**src/rtl/ibex_pkg.sv**
```systemverilog
// rtl/ibex_pkg.sv - shared fetch-path constants and types
package ibex_pkg;

    localparam logic [31:0] FETCH_ADDR_INCR = 32'd4;

    typedef struct packed {
        logic out;
        logic discard;
    } fetch_track_t;

endpackage

```
**src/rtl/ibex_fetch_req_tracker.sv**
```systemverilog
// rtl/ibex_fetch_req_tracker.sv - in-order outstanding/discard shift vector for fetch requests
module ibex_fetch_req_tracker
    import ibex_pkg::*;
#(
    parameter int NUM_REQS = 2
) (
    input  logic                clk_i,
    input  logic                rst_ni,
    input  logic                gnt_i,
    input  logic                gnt_discard_i,
    input  logic                rvalid_i,
    input  logic                branch_i,
    output logic [NUM_REQS-1:0] out_o,
    output logic                oldest_discard_o
);

    fetch_track_t [NUM_REQS-1:0] track_q;
    fetch_track_t [NUM_REQS-1:0] track_s;
    fetch_track_t [NUM_REQS-1:0] track_d;
    logic                        rvalid_pop;
    logic                        placed;

    // A response with nothing outstanding is ignored rather than corrupting the vector.
    assign rvalid_pop = rvalid_i & track_q[0].out;

    always_comb begin
        track_s = track_q;
        if (rvalid_pop) begin
            for (int i = 0; i < NUM_REQS - 1; i++) begin
                track_s[i] = track_q[i+1];
            end
            track_s[NUM_REQS-1] = '0;
        end
        if (branch_i) begin
            for (int i = 0; i < NUM_REQS; i++) begin
                track_s[i].discard = track_s[i].discard | track_s[i].out;
            end
        end

        // New grant lands after the shift so both can happen in one cycle.
        track_d = track_s;
        placed  = 1'b0;
        if (gnt_i) begin
            for (int i = 0; i < NUM_REQS; i++) begin
                if (!placed && !track_s[i].out) begin
                    track_d[i].out     = 1'b1;
                    track_d[i].discard = gnt_discard_i;
                    placed             = 1'b1;
                end
            end
        end
    end

    always_ff @(posedge clk_i or negedge rst_ni) begin
        if (!rst_ni) begin
            track_q <= '0;
        end else begin
            track_q <= track_d;
        end
    end

    always_comb begin
        out_o = '0;
        for (int i = 0; i < NUM_REQS; i++) begin
            out_o[i] = track_q[i].out;
        end
    end

    assign oldest_discard_o = track_q[0].discard;

endmodule

```
**src/rtl/ibex_fetch_req_ctrl.sv**
```systemverilog
// rtl/ibex_fetch_req_ctrl.sv - instruction-bus fetch request sequencer feeding the fetch FIFO
module ibex_fetch_req_ctrl
    import ibex_pkg::*;
#(
    parameter int NUM_REQS = 2,
    parameter bit ResetAll = 1'b0
) (
    input  logic                clk_i,
    input  logic                rst_ni,
    input  logic                req_i,
    input  logic                branch_i,
    input  logic [31:0]         branch_addr_i,
    output logic                busy_o,
    output logic                instr_req_o,
    input  logic                instr_gnt_i,
    output logic [31:0]         instr_addr_o,
    input  logic                instr_rvalid_i,
    input  logic [31:0]         instr_rdata_i,
    input  logic                instr_err_i,
    output logic                fifo_clear_o,
    output logic [31:0]         fifo_addr_o,
    output logic                fifo_valid_o,
    output logic [31:0]         fifo_rdata_o,
    output logic                fifo_err_o,
    input  logic [NUM_REQS-1:0] fifo_busy_i
);

    logic [NUM_REQS-1:0] out_q;
    logic [NUM_REQS-1:0] out_rev;
    logic                oldest_discard;
    logic                fifo_ready;
    logic                issue_new;
    logic                gnt;
    logic                gnt_discard;
    logic                pend_q;
    logic                pend_discard_q;
    logic [31:0]         branch_target;
    logic [31:0]         fetch_addr_q;
    logic [31:0]         fetch_addr_d;
    logic [31:0]         pend_addr_q;

    ibex_fetch_req_tracker #(
        .NUM_REQS (NUM_REQS)
    ) u_tracker (
        .clk_i            (clk_i),
        .rst_ni           (rst_ni),
        .gnt_i            (gnt),
        .gnt_discard_i    (gnt_discard),
        .rvalid_i         (instr_rvalid_i),
        .branch_i         (branch_i),
        .out_o            (out_q),
        .oldest_discard_o (oldest_discard)
    );

    assign branch_target = {branch_addr_i[31:2], 2'b00};

    always_comb begin
        out_rev = '0;
        for (int i = 0; i < NUM_REQS; i++) begin
            out_rev[i] = out_q[NUM_REQS-1-i];
        end
    end

    assign fifo_ready   = ~&(fifo_busy_i | out_rev);
    assign issue_new    = req_i & (fifo_ready | branch_i) & ~out_q[NUM_REQS-1];
    assign instr_req_o  = pend_q | issue_new;
    assign instr_addr_o = pend_q ? pend_addr_q : (branch_i ? branch_target : fetch_addr_q);
    assign gnt          = instr_req_o & instr_gnt_i;
    assign gnt_discard  = pend_q & (pend_discard_q | branch_i);

    // fetch_addr_q doubles as the latched branch target while a stale request is held.
    always_comb begin
        fetch_addr_d = fetch_addr_q;
        if (branch_i) begin
            fetch_addr_d = (gnt & ~pend_q) ? branch_target + FETCH_ADDR_INCR : branch_target;
        end else if (gnt & ~gnt_discard) begin
            fetch_addr_d = instr_addr_o + FETCH_ADDR_INCR;
        end
    end

    always_ff @(posedge clk_i or negedge rst_ni) begin
        if (!rst_ni) begin
            pend_q         <= 1'b0;
            pend_discard_q <= 1'b0;
            fetch_addr_q   <= '0;
        end else begin
            pend_q         <= instr_req_o & ~instr_gnt_i;
            pend_discard_q <= instr_req_o & ~instr_gnt_i & gnt_discard;
            fetch_addr_q   <= fetch_addr_d;
        end
    end

    if (ResetAll) begin : g_pend_addr_rst
        always_ff @(posedge clk_i or negedge rst_ni) begin
            if (!rst_ni) begin
                pend_addr_q <= '0;
            end else if (instr_req_o & ~pend_q) begin
                pend_addr_q <= instr_addr_o;
            end
        end
    end else begin : g_pend_addr_nrst
        always_ff @(posedge clk_i) begin
            if (instr_req_o & ~pend_q) begin
                pend_addr_q <= instr_addr_o;
            end
        end
    end

    assign busy_o       = |out_q | pend_q;
    assign fifo_clear_o = branch_i;
    assign fifo_addr_o  = branch_addr_i;
    assign fifo_valid_o = instr_rvalid_i & out_q[0] & ~oldest_discard & ~branch_i;
    assign fifo_rdata_o = instr_rdata_i;
    assign fifo_err_o   = instr_err_i;

    fifo_full_no_valid : assert property (@(posedge clk_i) disable iff (!rst_ni)
        !(fifo_valid_o && fifo_busy_i[NUM_REQS-1]));

endmodule
```
**config.mk**
```make
export PLATFORM = sky130hd
export DESIGN_NAME = ibex_fetch_req_ctrl
export DESIGN_NICKNAME = d
export VERILOG_FILES = /design/src/rtl/ibex_pkg.sv /design/src/rtl/ibex_fetch_req_tracker.sv /design/src/rtl/ibex_fetch_req_ctrl.sv
export SDC_FILE = /design/constraint.sdc
export NUM_CORES = 1
export LEC_CHECK = 0
export CAP_MARGIN = 15
export CORE_MARGIN = 2
export CORE_UTILIZATION = 40
export DETAILED_ROUTE_END_ITERATION = 10
export GPL_ROUTABILITY_DRIVEN = 0
export PLACE_DENSITY = 0.79
export SKIP_LAST_GASP = 1
export SYNTH_ARGS = -nofsm -noshare
export SYNTH_HDL_FRONTEND = slang
export SYNTH_SLANG_ARGS = --single-unit
```
**constraint.sdc**
```tcl
create_clock -name clk_i -period 4.2 [get_ports clk_i]
set_input_delay 0.63 -clock clk_i [delete_from_list [all_inputs] [get_ports clk_i]]
set_output_delay 0.63 -clock clk_i [all_outputs]
set_load 0.03 [all_outputs]
```
======== Word level (Yosys, flattened, before mapping) ========
Cells that the tools add are included.
cells by class
  add/sub/neg operators ................... 2
  muxes and demuxes ....................... 13
  bitwise gates (word level) .............. 25
  reduce and logical (&&, ||, !) cells .... 7
operators by type and width
  kind                                                              number
  32-bit 2-to-1 mux                                                 5
  32-bit by 3-bit adder with 32-bit output (second input constant)  2
  1-bit AND                                                         12
  4-bit 2-to-1 mux                                                  2
  1-bit NOT                                                         6
  1-bit OR                                                          6
  1-bit 2-to-1 mux                                                  5
  1-bit zero test                                                   3
  2-bit 2-to-1 mux                                                  1
  2-bit OR                                                          1
  2-bit AND reduction                                               1
  2-bit nonzero test                                                1
  2-bit OR reduction                                                1
  1-bit logical AND                                                 1
storage, ports and cells
  register bits ........................... 70
  input bits .............................. 73
  output and inout bits ................... 101
  word-level logic and storage cells ...... 55

======== Depth between registers and ports, before layout ========
Gate-level depths: netlist (run 1).
  depth in word-level cells ............... 13
  depth in mapped cells ................... 15
  mapped depth without buffers ............ 10

======== Cells and area by module ========
A second synthesis (run 1) with hierarchy kept.
unflattened totals
  cells, all modules ...................... 586
  area, all modules ....................... 5286.3 µm²
by module, submodules not included
  module                  instances  cells an instance  area an instance (µm²)  sequential area each (µm²)
  ibex_fetch_req_ctrl     1          557                5029.8                  1811.7
  ibex_fetch_req_tracker  1          29                 256.5                   100.1

======== Worst setup path after synthesis (run 1) ========
Ideal clock, no wire load.
  kind .................................... in2reg
  start ................................... in branch_i
  end ..................................... reg fetch_addr_q[31]
  setup time .............................. 0.126 ns
  arrival time ............................ 3.307 ns
  data required time ...................... 4.074 ns
  path slack .............................. 0.767 ns
  stages on the path ...................... 10
  buffers on the path ..................... 3
  path through ............................ buf_6 -> buf_12 -> buf_12 -> mux2i_1 -> o21ai_0 -> and4_1 -> nand4_1 -> nor4_1 -> xor2_1 -> a221o_1
on the way
  elaborated cells on any way between the ends .. 17
  classes of those cells .................. add/sub (1); mux (5); bitwise (10); reduce/logical (1)
RTL lines
  what                                      line                       source
  start, declared                           ibex_fetch_req_ctrl.sv:11  input logic branch_i,
  32-bit 2-to-1 mux (2 in series)           ibex_fetch_req_ctrl.sv:67  assign instr_addr_o = pend_q ? pend_addr_q : (branch_i ? branch_target : fetch_addr_q);
  net instr_addr_o[23]                      ibex_fetch_req_ctrl.sv:16  output logic [31:0] instr_addr_o,
  32-bit by 3-bit adder with 32-bit output  ibex_fetch_req_ctrl.sv:77  fetch_addr_d = instr_addr_o + FETCH_ADDR_INCR;
  32-bit 2-to-1 mux                         ibex_fetch_req_ctrl.sv:76  end else if (gnt & ~gnt_discard) begin
  32-bit 2-to-1 mux                         ibex_fetch_req_ctrl.sv:74  if (branch_i) begin
  end signal, assigned                      ibex_fetch_req_ctrl.sv:89  fetch_addr_q <= fetch_addr_d;
  end, declared                             ibex_fetch_req_ctrl.sv:38  logic [31:0] fetch_addr_q;
The timed path passes the listed nets, and every way through them passes these cells. The select of a mux whose other input is x is not followed.
A chain may end at the register's enable or synchronous reset.

======== Final worst setup path (run 1) ========
  start ................................... in branch_i
  end ..................................... out instr_addr_o[5]
on the way
  longest elaborated chain between the ends .. 2
RTL lines
  what                             line
  32-bit 2-to-1 mux (2 in series)  ibex_fetch_req_ctrl.sv:67
  end, declared                    ibex_fetch_req_ctrl.sv:16
No other way between the ends.

==> results of run 1 <==
==> power groups by stage <==
stage	sequential, W	combinational [W]	clock, W
after global routing	0.000984	0.00132	0.000732
after global placement	0.000969	0.00119	0
after detailed placement	0.000977	0.00122	0
final	0.000968	0.00123	0.000694
after floorplan	0.000937	0.000885	0
after CTS	0.000966	0.00123	0.000706
==> area by class of cell <==
class / count / area [um^2] / area share
multi-input combinational: 394 / 2669 / 0.4234
sequential: 70 / 1912 / 0.3033
timing repair buffer: 121 / 1159 / 0.1838
clock buffer: 15 / 257.7 / 0.04089
tap: 176 / 220.2 / 0.03493
inverter: 21 / 81.33 / 0.01290
clock inverter: 1 / 5.005 / 0.0007940
==> through the flow <==
step	setup WS (ns)	util
after floorplan	0.7670	-
after global placement	0.6914	0.4598
after detailed placement	0.5854	0.4598
after CTS	0.6339	0.4798
after global routing	0.5304	0.4798
final	0.6079	0.4798
==> sequential cells by signal (all words and copies together), names as in the netlist <==
register	count
fetch_addr_q	32
pend_addr_q	32
u_tracker.out_o	2
pend_discard_q	1
pend_q	1
u_tracker.oldest_discard_o	1
u_tracker.track_q	1
==> Yosys cell counts, drive strengths merged, types with 2 or more instances <==
cell type,instances
buf,83
a21o,4
dfrtp,38
nor4,14
and2,2
xnor2,35
mux2,8
o211ai,2
nand2b,3
o21ai,37
or3,4
or2,3
ha,2
clkbuf,13
o21a,5
inv,21
edfxtp,32
a22o,2
a211oi,5
nor3b,13
a21oi,22
nor3,18
nand4,11
and4,8
nand3,19
o221ai,2
nor2b,4
and3,3
a31oi,4
xor2,16
nor2,25
mux2i,37
nand2,71
a211o,3
==> placed cells by master (no fill, tap or decap), drive strengths merged, types with 15 or more instances in the layout <==
cell,count
nor2,25
buf,20
clkbuf,15
a21oi,22
inv,21
xnor2,35
xor2,16
edfxtp,32
dfrtp,38
nand3,19
o21ai,37
nor3,18
mux2i,37
clkdlybuf4s50,101
nand2,71
==> critical path: cells and delay by family <==
family                 cells  cell delay (ns)
buffers and inverters      4             1.62
muxes                      2             0.66
==> metal layers <==
layer  track usage  vias to the layer above  share of wire
met5             0                        -              0
met4       0.08971                        0          0.028
met3       0.05133                       35          0.072
met2        0.3496                      211           0.50
met1        0.2464                     2176           0.41
li1              -                     2060              -
==> how the worst min path moves through the flow <==
stage / from / end / slack (ns) / cells after the start
after floorplan: rst_ni / fetch_addr_q[0] / 0.33 / 0
after global placement: fetch_addr_q[1] / fetch_addr_q[1] / 0.51 / 2
after detailed placement: fetch_addr_q[0] / fetch_addr_q[0] / 0.52 / 2
after CTS: rst_ni / pend_discard_q / 0.47 / 1
after global routing: rst_ni / u_tracker.out_o[0] / 0.51 / 1
final: rst_ni / fetch_addr_q[1] / 0.45 / 1
==> cell families (layout without fill, tap and decap cells) <==
logic type | after synthesis | after routing | share of synthesized area
xor+xnor | 51 | 51 | 0.08349
mux | 45 | 45 | 0.08606
simple gates | 202 | 202 | 0.2131
buf+inv | 117 | 158 | 0.1445
fa+ha+maj | 2 | 2 | 0.004677
flops | 70 | 70 | 0.3573
compound gates | 94 | 94 | 0.1109
==> metrics.cfg, run 1 <==
[outcome]
run_status=completed

[drt]
dr.pass1.iters=5
drt_iter0_drc=290
vias_per_cell=5.617
wl_um=14260
antenna_left=0
wl_per_cell_um=17.87
drc=0
vias=4482

[synthesis]
synth_nets=656
ys_types=60
synth_top_cell_by_area=edfxtp_1
async_flop_share=0.5429
synth_cells=581
ys_seq_elements=70
yosys_warnings=0
yosysSeqAreaShare=0.3573
syn_area_um2=5350
syn_avg_cell_area_um2=9.208
yosys.area.top_type_share=0.1796
synth_edf_count=32
synthFlopType=dfrtp_1
synth_area_leaders=edfxtp_1 18%, dfrtp_1 18%, buf_4 9.5%, mux2i_1 6.9%, xnor2_1 5.7%

[die]
die_y_um=119.7
io_pins=174
start_util=0.4072
row_count=42
die_area_um2=14320
core_um2=13140
die_x_um=119.7

[timing]
clock_skew_ns=0.007591
setup-violations-final=0
whs_ns=0.4452
max_slew_margin=0.3620
clock.fmax_mhz=278.4
fin_crit_sh=0.8553
tightest_slew_ns=0.9570
layout_min_cycle_time_ns=3.592
fin_setup_tns_ns=0
rsz0062_at_grt=no
hold_viol=0
maxSlewViolCount=0

[power_and_ir_drop]
seq_power_share=0.335
finalPower_w=0.002890
power_frac_comb=0.425
p_switching_w=0.001124
power.internal_w=0.001766
switching_share=0.3888
powerDensity_nw_per_um2=458.5
p_leak_nw=2.411
clockPowerShare=0.240
ir_drop_mv=0.3252

[placement]
place_inst=782
placed_area_um2=6041
detailed_place_hpwl_um=10080
io_buffer_count=103

[cells_and_area]
final_cells=798
fin_area_um2=6304
drive_above_1_share=0.09807
nFillCells=1220
antenna_cells=0
nNetsFinal=692
area_growth_pct=17.82

[cts]
h-tree-depth=3
insertion_delay_ns=0.34
cts.repair.resized=0
clock_sinks=70
cts.path.max_buffers=2
postCtsSetupRepairBufs=0
cts_tree=done
cts_hold_buf=0
cts-root-buf=clkbuf_16
clk_pin_slew_worst_paths_ns=0.05
numCtsBuffers=9

[job]
cap_violations=0

[worst_setup_path]
required_ns=3.57
cp-start-kind=input port
worstPathCellList=buf_4 -> buf_4 -> mux2_1 -> mux2i_1 -> inv_1 -> clkdlybuf4s50_1
critPathMaxStageDelay_ns=0.64
cp-startpoint=branch_i
ff2ff_path_depth=9
slowest_stage=clkdlybuf4s50_1
crit_fanout=56
reg2reg_to=fetch_addr_q[20]
setup.worst_path.class=input port to output pin
crit_arrival_ns=2.96
crit_top_cell=buf_4
end_kind=output pin
crit_end=instr_addr_o[5]
worst-r2r-setup-slack_ns=0.85
timing.rr.start=pend_q

[global_routing]
grt_use_total=0.2056
grt_pass1_wl_um=23280
grt_max_degree=57
antenna_found_initial=0
overflow=0
grt_pass1_vias=4596

[hold_path]
min_path_type=input port to asynchronous set/reset pin

Power figures use the tool's default switching activity.
==> run 2, diff against run 1 <==
--- a/config.mk
+++ b/config.mk
@@ -5,6 +5,7 @@
 export SDC_FILE = /design/constraint.sdc
 export NUM_CORES = 1
 export LEC_CHECK = 0
+export ABC_CLOCK_PERIOD_IN_PS = 4200
 export CAP_MARGIN = 15
 export CORE_MARGIN = 2
 export CORE_UTILIZATION = 40
==> results of run 2 <==
No change in the layout: final DEF, timing and power equal those of run 1.
